==> config.mk <==
export PLATFORM = sky130hd
export DESIGN_NAME = rf_wb_arbiter_flat
export DESIGN_NICKNAME = d
export VERILOG_FILES = /design/src/rtl/rf_wb_if.sv /design/src/rtl/rf_wb_arbiter.sv /design/src/flat_wrapper.sv
export SDC_FILE = /design/constraint.sdc
export NUM_CORES = 1
export LEC_CHECK = 0
export CORE_MARGIN = 2
export CORE_UTILIZATION = 41
export CTS_CLUSTER_DIAMETER = 30
export DETAILED_ROUTE_END_ITERATION = 12
export GPL_TIMING_DRIVEN = 0
export PLACE_DENSITY = 0.94
export SLEW_MARGIN = 20
export SYNTH_ARGS = -nofsm -noshare
export SYNTH_HDL_FRONTEND = slang
export SYNTH_SLANG_ARGS = --single-unit
==> constraint.sdc <==
create_clock -name clk -period 3 [get_ports clk]
set_clock_uncertainty 0.05 [all_clocks]
set_input_delay 0.75 -clock clk [delete_from_list [all_inputs] [get_ports clk]]
set_output_delay 0.75 -clock clk [all_outputs]
set_load 0.02 [all_outputs]
==> src/rtl/rf_wb_if.sv <==
// Write-port bundle between the writeback requesters (A, B), the issue/decode
// side and the register file.
interface rf_wb_if;
    // Handshake: a requester raises *_valid with *_rd/*_wd and holds all three
    // stable until it samples *_ready=1; the write is taken at the posedge on
    // which valid & ready are both high.
    logic        a_valid;
    logic [4:0]  a_rd;
    logic [31:0] a_wd;
    logic        a_ready;
    logic        b_valid;
    logic [4:0]  b_rd;
    logic [31:0] b_wd;
    logic        b_ready;
    logic        iss_valid;
    logic [4:0]  iss_rd;
    logic [4:0]  rs1;
    logic [4:0]  rs2;
    logic        hazard;
    logic        rf_we_n;
    logic [4:0]  rf_rd;
    logic [31:0] rf_wd;
    logic        init_done;

    modport master (
        output a_valid, a_rd, a_wd, b_valid, b_rd, b_wd, iss_valid, iss_rd, rs1, rs2,
        input  a_ready, b_ready, hazard, rf_we_n, rf_rd, rf_wd, init_done
    );

    modport slave (
        input  a_valid, a_rd, a_wd, b_valid, b_rd, b_wd, iss_valid, iss_rd, rs1, rs2,
        output a_ready, b_ready, hazard, rf_we_n, rf_rd, rf_wd, init_done
    );
endinterface

==> src/rtl/rf_wb_arbiter.sv <==
// Register-file write-port arbiter with starvation-bounded priority and a
// pending-B scoreboard. Define RF_INIT_CLEAR_EN to build the x1..x31 clear sweep.
module rf_wb_arbiter #(
    parameter int unsigned STARVE_LIMIT = 4
) (
    input  logic    clk,
    input  logic    rst,
    rf_wb_if.slave  bus,
    output logic    state_dbg
);
    typedef enum logic {S_INIT = 1'b0, S_RUN = 1'b1} state_t;

    state_t      state;
    logic        run;
    logic [3:0]  starve_cnt;
    logic [31:0] busy;
    logic [31:0] busy_nxt;
    logic [31:0] set_mask;
    logic [31:0] clr_mask;
    logic        a_req, b_req, a_x0, b_x0;
    logic        conflict, starved, grant_a, grant_b;

`ifdef RF_INIT_CLEAR_EN
    state_t      state_nxt;
    logic [4:0]  idx;
    logic [4:0]  idx_nxt;

    always_ff @(posedge clk or posedge rst) begin
        if (rst) begin
            state <= S_INIT;
            idx   <= 5'd1;
        end else begin
            state <= state_nxt;
            idx   <= idx_nxt;
        end
    end

    always_comb begin
        state_nxt = state;
        idx_nxt   = idx;
        if (state == S_INIT) begin
            idx_nxt = idx + 5'd1;
            if (idx == 5'd31) state_nxt = S_RUN;
        end
    end
`else
    assign state = S_RUN;
`endif

    assign state_dbg = (state == S_RUN);
    assign run       = (state == S_RUN) && !rst;

    // x0 requests complete without touching the port, so they never conflict.
    assign a_x0     = bus.a_valid && (bus.a_rd == 5'd0);
    assign b_x0     = bus.b_valid && (bus.b_rd == 5'd0);
    assign a_req    = bus.a_valid && (bus.a_rd != 5'd0);
    assign b_req    = bus.b_valid && (bus.b_rd != 5'd0);
    assign conflict = a_req && b_req;
    assign starved  = (starve_cnt >= 4'(STARVE_LIMIT));
    assign grant_a  = run && a_req && (!b_req || starved);
    assign grant_b  = run && b_req && !grant_a;

    always_comb begin
        bus.a_ready = 1'b0;
        bus.b_ready = 1'b0;
        bus.rf_we_n = 1'b1;
        bus.rf_rd   = 5'd0;
        bus.rf_wd   = 32'd0;
        if (run) begin
            bus.a_ready = a_x0 || grant_a;
            bus.b_ready = b_x0 || grant_b;
            if (grant_a) begin
                bus.rf_we_n = 1'b0;
                bus.rf_rd   = bus.a_rd;
                bus.rf_wd   = bus.a_wd;
            end else if (grant_b) begin
                bus.rf_we_n = 1'b0;
                bus.rf_rd   = bus.b_rd;
                bus.rf_wd   = bus.b_wd;
            end
        end
`ifdef RF_INIT_CLEAR_EN
        if (!rst && state == S_INIT) begin
            bus.rf_we_n = 1'b0;
            bus.rf_rd   = idx;
        end
`endif
    end

    // Issue wins over a same-cycle clear: the new operation owns the register.
    always_comb begin
        set_mask = 32'd0;
        clr_mask = 32'd0;
        if (bus.iss_valid && bus.iss_rd != 5'd0) set_mask = 32'd1 << bus.iss_rd;
        if (grant_b) clr_mask = 32'd1 << bus.b_rd;
        busy_nxt = ((busy & ~clr_mask) | set_mask) & ~32'd1;
    end

    always_ff @(posedge clk or posedge rst) begin
        if (rst) begin
            starve_cnt <= 4'd0;
            busy       <= 32'd0;
        end else if (state == S_RUN) begin
            if (grant_a)
                starve_cnt <= 4'd0;
            else if (conflict && starve_cnt != 4'hf)
                starve_cnt <= starve_cnt + 4'd1;
            busy <= busy_nxt;
        end
    end

    assign bus.hazard    = run && (((bus.rs1 != 5'd0) && busy[bus.rs1]) ||
                                   ((bus.rs2 != 5'd0) && busy[bus.rs2]));
    assign bus.init_done = run;
endmodule

==> src/flat_wrapper.sv <==
// flat-port wrapper written by rule: the top's interface ports become plain ports
module rf_wb_arbiter_flat 
#(
    parameter int unsigned STARVE_LIMIT = 4
)
  (clk, rst, state_dbg, bus_a_valid, bus_a_rd, bus_a_wd, bus_b_valid, bus_b_rd, bus_b_wd, bus_iss_valid, bus_iss_rd, bus_rs1, bus_rs2, bus_a_ready, bus_b_ready, bus_hazard, bus_rf_we_n, bus_rf_rd, bus_rf_wd, bus_init_done);
  rf_wb_if bus_i ();
  input  logic clk;
  input  logic rst;
  output logic state_dbg;
  input wire logic [$bits(bus_i.a_valid)-1:0] bus_a_valid;
  input wire logic [$bits(bus_i.a_rd)-1:0] bus_a_rd;
  input wire logic [$bits(bus_i.a_wd)-1:0] bus_a_wd;
  input wire logic [$bits(bus_i.b_valid)-1:0] bus_b_valid;
  input wire logic [$bits(bus_i.b_rd)-1:0] bus_b_rd;
  input wire logic [$bits(bus_i.b_wd)-1:0] bus_b_wd;
  input wire logic [$bits(bus_i.iss_valid)-1:0] bus_iss_valid;
  input wire logic [$bits(bus_i.iss_rd)-1:0] bus_iss_rd;
  input wire logic [$bits(bus_i.rs1)-1:0] bus_rs1;
  input wire logic [$bits(bus_i.rs2)-1:0] bus_rs2;
  output wire logic [$bits(bus_i.a_ready)-1:0] bus_a_ready;
  output wire logic [$bits(bus_i.b_ready)-1:0] bus_b_ready;
  output wire logic [$bits(bus_i.hazard)-1:0] bus_hazard;
  output wire logic [$bits(bus_i.rf_we_n)-1:0] bus_rf_we_n;
  output wire logic [$bits(bus_i.rf_rd)-1:0] bus_rf_rd;
  output wire logic [$bits(bus_i.rf_wd)-1:0] bus_rf_wd;
  output wire logic [$bits(bus_i.init_done)-1:0] bus_init_done;
  assign bus_i.a_valid = bus_a_valid;
  assign bus_i.a_rd = bus_a_rd;
  assign bus_i.a_wd = bus_a_wd;
  assign bus_i.b_valid = bus_b_valid;
  assign bus_i.b_rd = bus_b_rd;
  assign bus_i.b_wd = bus_b_wd;
  assign bus_i.iss_valid = bus_iss_valid;
  assign bus_i.iss_rd = bus_iss_rd;
  assign bus_i.rs1 = bus_rs1;
  assign bus_i.rs2 = bus_rs2;
  assign bus_a_ready = bus_i.a_ready;
  assign bus_b_ready = bus_i.b_ready;
  assign bus_hazard = bus_i.hazard;
  assign bus_rf_we_n = bus_i.rf_we_n;
  assign bus_rf_rd = bus_i.rf_rd;
  assign bus_rf_wd = bus_i.rf_wd;
  assign bus_init_done = bus_i.init_done;
  rf_wb_arbiter #(.STARVE_LIMIT(STARVE_LIMIT)) u_core (.clk(clk), .rst(rst), .bus(bus_i), .state_dbg(state_dbg));
endmodule
==> flow_summary.ini, run 1 <==
[run_status]
outcome = finished, violations left
violations = setup timing

[power_and_ir_drop]
p_leak_nw = 1.964
total_power_mw = 2.089
p_per_area_mw_per_mm2 = 446.3
ir_worst_vdd_mv = 0.3080

[critical_path]
worstRegToRegCells = 6
cp.arrival_ns = 2.45
reg2reg_from = u_core.starve_cnt[3]
endpoint = bus_hazard
crit_type = in2out
startpoint = bus_rs2[0]
crit_path_end_kind = output pin
path_max_fanout = 4
rrSetupSlack_ns = 1.10
critPathLaunchType = primary input
cp_data_required_time_ns = 2.20
r2r_end = u_core.busy[4]

[sta]
finalMaxSlewViolations = 0
min_period_ns = 3.249
max_slew.worst_pin.slew_ns = 0.5228
fmaxAchievable_mhz = 307.8
hold_ws_ns = 0.4874
timing.final.crit_share = 1.083
setup_tns_ns = -7.495
rsz0062_at_grt = true
relSlewSlack = 0.6515
hold_viol = 0
setup_violations = 39
finalWorstSetupSlack_ns = -0.2486

[place]
dp_hpwl_mm = 7.595
placed_cell_area_sq_mm = 0.004126
finalWeightedCongestion = 0.9300
port_buffers = 131

[synth]
syn_nets = 379
synth_area_sq_mm = 0.002706
synth_cell_types = 56
yosysWarnings = 0
yosys-top-cells-area = dfrtp_1 (32%), a22o_1 (12%), o21ai_0 (10%)
synthArstFlopShare = 1.000
synth_seq_area_share = 0.3236
synthFlopType = dfrtp_1
synth_top_area_frac = 0.3236
ys_ff_latch = 35
syn-instance-count = 284
synth_edf_count = 0
avgSynthCellArea_sq_um = 9.529
synth.largest_area_cell = dfrtp_1

[route]
remaining_drc_errors = 0
dr.pass1.iters = 5
via_per_inst = 6.249
dr_wl_met2_mm = 5.516
routed_wl_mm = 10.49
routed.top_layer = met4
wl_per_cell_microns = 19.94
met3_length_microns = 961
drt_iter0_markers = 319
wl_met1_mm = 3.458
vias = 3287
antenna_left = 0

[die]
die_w_microns = 85.25
dieArea_sq_mm = 0.007267
row_count = 29
start_util = 0.4262
ios = 137
core-area_sq_mm = 0.006350
die_y_microns = 85.25

[global_route]
grtUsageTotal = 0.2886
grt_max_degree = 41
grt_pass1_wl_mm = 16.59
grt_antenna_before_repair = 0
grt_pass1_vias = 3420
grt-ovfl-total = 0

[final_layout]
drive_gt1_frac = 0.3051
area_growth_pct = 72.95
diodes = 0
fin_area_sq_mm = 0.004681
utilization = 0.7371
finalNetCount = 543

[min_path]
min-delay-path-class = reg2reg

[clocking]
cts-root-buf = clkbuf_8
clock_path_buffers = 2
clk_pin_slew_ns = 0.07
insertion_delay_ns = 0.30
cts.sinks = 35
cts_made_buffers = 5
htree_levels = 2
cts_tree = built

[flow_run]
drv_cap = 0
-- cell usage after synthesis (all sizes together), types with 2 or more instances --
master,instances
mux2,4
or3,3
nand2b,9
o2111ai,2
dfrtp,35
nand4,3
or2,6
and3,2
xnor2,2
inv,7
and2,2
a22o,37
nor2,13
a21oi,3
mux2i,10
o21ai,58
buf,15
o41ai,4
nor2b,4
mux4,9
nand3b,2
clkbuf,3
nor3,2
o31ai,4
a221oi,2
a211oi,3
nand2,11
nand4b,5
nand3,7
-- area by class of cell --
cell class,instances,area (sq um)
tap,77,96.34
clock buffer,6,82.58
sequential,35,875.8
multi-input combinational,224,1800
clock inverter,2,35.03
buffer,18,173.9
timing repair buffer,157,1583
fill,416,1669
inverter,7,33.78
-- repair_timing --
action	4_1_cts	5_1_grt
pin swaps	39	5
buffers inserted	17	5
gates resized for setup	311	23
cloned	4	1
hold buffers	0	0
setup endpoints to repair	42	42
-- worst min path at each step --
stage | start | end | slack (ns) | depth (start not counted)
after detailed placement | u_core.busy[19] | u_core.busy[19] | 0.47 | 2
after global placement | u_core.busy[19] | u_core.busy[19] | 0.45 | 2
after CTS | u_core.busy[19] | u_core.busy[19] | 0.49 | 2
after floorplan | u_core.busy[9] | u_core.busy[9] | 0.42 | 2
after global routing | u_core.busy[13] | u_core.busy[13] | 0.52 | 2
final | u_core.busy[19] | u_core.busy[19] | 0.49 | 2
-- kinds of logic after synthesis --
kind of cell,share of synthesized area
AOI/OAI and AO/OA,0.3255
xor gates and xnor gates,0.006474
adders and majority gates,0.004622
buffers and inverters,0.05224
DFF,0.3236
muxes,0.1341
other,0.001386
and+or+nand+nor,0.1521
-- power by group --
part / internal (mW) / switching, mW / leakage [nW]
registers: 0.597 / 0.120 / 0.420
clock network: 0.269 / 0.175 / 0.0612
logic: 0.502 / 0.425 / 1.48
-- layout by cell type (no fill, tap or decap), types with 3 or more instances in the layout --
cell type        count
a211oi_4             3
a22o_1              37
buf_2               10
buf_4               20
buf_6               49
buf_8                6
clkbuf_8             6
clkdlybuf4s50_1     73
dfrtp_1             35
dlygate4sd2_1        8
inv_1                4
mux2i_1             10
mux4_2               7
nand2_1              8
nand2_2              3
nand2b_1             9
nand3_1              6
nand4_1              3
nand4b_1             5
nor2_1              12
nor2b_1              4
o21ai_0             56
o31ai_1              4
o41ai_1              4
or2_2                6
or3_1                3
-- per-layer routing --
layer	vias to the layer above	GRT usage
li1	1449	-
met1	1577	0.2938
met2	216	0.5199
met3	45	0.07685
met4	0	0.1804
met5	-	0
-- stage by stage --
| step | cells | worst slack (ns) |
|---|---|---|
| CTS | 521 | -0.2046 |
| global placement | 492 | -1.164 |
| detailed placement | 492 | -1.115 |
| global route | 526 | -0.2854 |
| finish | 526 | -0.2486 |
| floorplan | 284 | 0.02592 |
-- flip-flops by register name, summed over array words and instances, names as in the netlist --
| name | cells |
|---|---|
| u_core.starve_cnt | 4 |
| u_core.busy | 31 |
-- critical path: stages --
cell      delay, ns
buf_8          0.10
buf_6          0.12
buf_6          0.12
buf_4          0.14
and2b_1        0.20
a22oi_2        0.08
o2111a_1       0.15
a2111o_1       0.40
o31a_1         0.26
buf_6          0.13
No activity file was read; power rests on OpenSTA's default activity.
==> inputs of run 2 (changes only) <==
- CORE_ASPECT_RATIO: unset -> 1.5
==> run 2 against run 1 <==
The run still ends with setup timing left. Critical path type unchanged. Sequential share of layout area is 1.1 points lower. Critical path depth is 2 lower. Clock power shrank 21%. Power rose by 3.2%. First-iteration DRC count is 6.0% higher. Count of clock-buffer cells in the layout is 1 lower. Sequential power grew 0.7%.
==> flow_summary.ini, run 2 (same netlist as run 1, synthesis figures left out) <==
[clocking]
cts.sinks = 35
cts_tree = built
clk_pin_slew_ns = 0.07
htree_levels = 2
cts_made_buffers = 5
cts-root-buf = clkbuf_8
clock_path_buffers = 2
insertion_delay_ns = 0.29

[critical_path]
cp_slowest_cell = or4_4
cp_data_required_time_ns = 2.20
crit_path_end_kind = output pin
crit_family = buffers and inverters
path_cells = buf_2 > or4_4 > o21ai_4 > a211oi_4 > buf_6 > buf_6 > a211oi_4 > buf_6
cp_common_cell = buf_6
critical_path.max_stage_delay_ns = 0.56
path_max_fanout = 7
critPathBufInv = 4
critPathLaunchType = primary input
cp.arrival_ns = 2.53
crit_type = in2out

[run_status]
violations = setup timing
outcome = finished, violations left

[sta]
setup_violations = 42
fmaxAchievable_mhz = 300.6
timing.final.crit_share = 1.109
rsz0062_at_grt = true
finalWorstSetupSlack_ns = -0.3271
min_period_ns = 3.327
max_slew.worst_pin.slew_ns = 0.6799
finalMaxSlewViolations = 0
hold_viol = 0
relSlewSlack = 0.5467
hold_ws_ns = 0.4829

[global_route]
grt_max_degree = 21
grt-ovfl-total = 0
grt_pass1_vias = 3534
grtUsageTotal = 0.3396
grt_pass1_wl_mm = 18.96
grt_antenna_before_repair = 0

[die]
start_util = 0.4202
die_y_microns = 103.5
die_w_microns = 70.34
ios = 137
dieArea_sq_mm = 0.007280
core-area_sq_mm = 0.006441
row_count = 36

[power_and_ir_drop]
p_per_area_mw_per_mm2 = 434.1
ir_worst_vdd_mv = 0.2470
p_leak_nw = 2.099

[route]
via_per_inst = 6.886
antenna_left = 0
wl_per_cell_microns = 26.19
drt_iter0_markers = 338
dr.pass1.iters = 8
remaining_drc_errors = 0
routed_wl_mm = 13.80
vias = 3629

[final_layout]
drive_gt1_frac = 0.3548
finalNetCount = 545
regMostFlops = u_core.busy
largest_reg_flops = 31
fin_area_sq_mm = 0.004967
diodes = 0
final_common_cell = clkdlybuf4s50_1
reg_top3 = u_core.busy: 31 flops, u_core.starve_cnt: 4 flops
layout_common_cells = clkdlybuf4s50_1 (73), o21ai_0 (56), buf_6 (52)
area_growth_pct = 83.54

[place]
port_buffers = 131
finalWeightedCongestion = 0.9907
dp_hpwl_mm = 8.436
placed_cell_area_sq_mm = 0.004125
pre_cts_ws_ns = -1.122

[min_path]
min-delay-path-class = reg2reg

[flow_run]
drv_cap = 0
run 2: worst register-to-register path: stages, from the launching register on:
cell,delay [ns]
dfrtp_1,0.48
o221ai_4,0.25
buf_4,0.14
buf_4,0.13
nand4b_1,0.30
o21ai_0,0.41
o21ai_0,0.22
run 2: stage by stage:
stage	std cells	setup TNS [ns]	utilization	power (mW)
after floorplan	284	0	-	1.144
after global placement	491	-42.98	0.6404	1.492
after detailed placement	491	-43.02	0.6404	1.528
after CTS	520	-6.146	0.7442	2.012
after global routing	527	-10.31	0.7712	2.224
final	527	-10.09	0.7712	2.156
run 2: cell type report:
class	instances	area, sq um
well taps	76	95.09
fillers	377	1474
clock inverters	3	20.02
flip-flops and latches	35	875.8
plain buffers	18	175.2
inverters	7	52.55
clock buffers	5	68.82
repair inverters	1	8.758
repair buffers	158	1690
multi-input cells	224	1981
run 2: timing repair:
| item | 4_1_cts | 5_1_grt |
|---|---|---|
| endpoints found under the setup margin | 42 | 40 |
| buffers inserted | 14 | 6 |
| hold buffers | 0 | 0 |
| pin swaps | 45 | 17 |
| gates resized for setup | 344 | 29 |
| cloned | 7 | 1 |
run 2: report_power, final:
part / internal [mW] / switching [mW]
Sequential: 0.597 / 0.125
Combinational: 0.572 / 0.512
Clock: 0.162 / 0.190
Total: 1.33 / 0.826
run 2: path summary, 6_finish.rpt:
| kind | from | to | slack, ns | cells past startpoint |
|---|---|---|---|---|
| max | bus_a_rd[0] | bus_b_ready | -0.33 | 8 |
| min | u_core.busy[30] | u_core.busy[30] | 0.48 | 2 |
| max reg2reg | u_core.starve_cnt[3] | u_core.busy[24] | 0.86 | 6 |
| min reg2reg | u_core.busy[30] | u_core.busy[30] | 0.48 | 2 |
| max in group asynchronous | rst | u_core.busy[14] | 1.89 | 2 |
| min in group asynchronous | rst | u_core.busy[3] | 0.76 | 2 |
run 2: routing by layer:
layer | vias to the layer above | wire, microns | track usage
met1 | 1701 | 4539 | 0.3832
met5 | - | 0 | 0
met3 | 103 | 1482 | 0.06226
li1 | 1453 | - | -
met2 | 372 | 6708 | 0.6011
met4 | 0 | 1071 | 0.1662
==> inputs of run 3 (changes only) <==
- HOLD_SLACK_MARGIN: unset -> 0.02
==> results of run 3 <==
No change in the layout: final DEF, timing and power equal those of run 2.
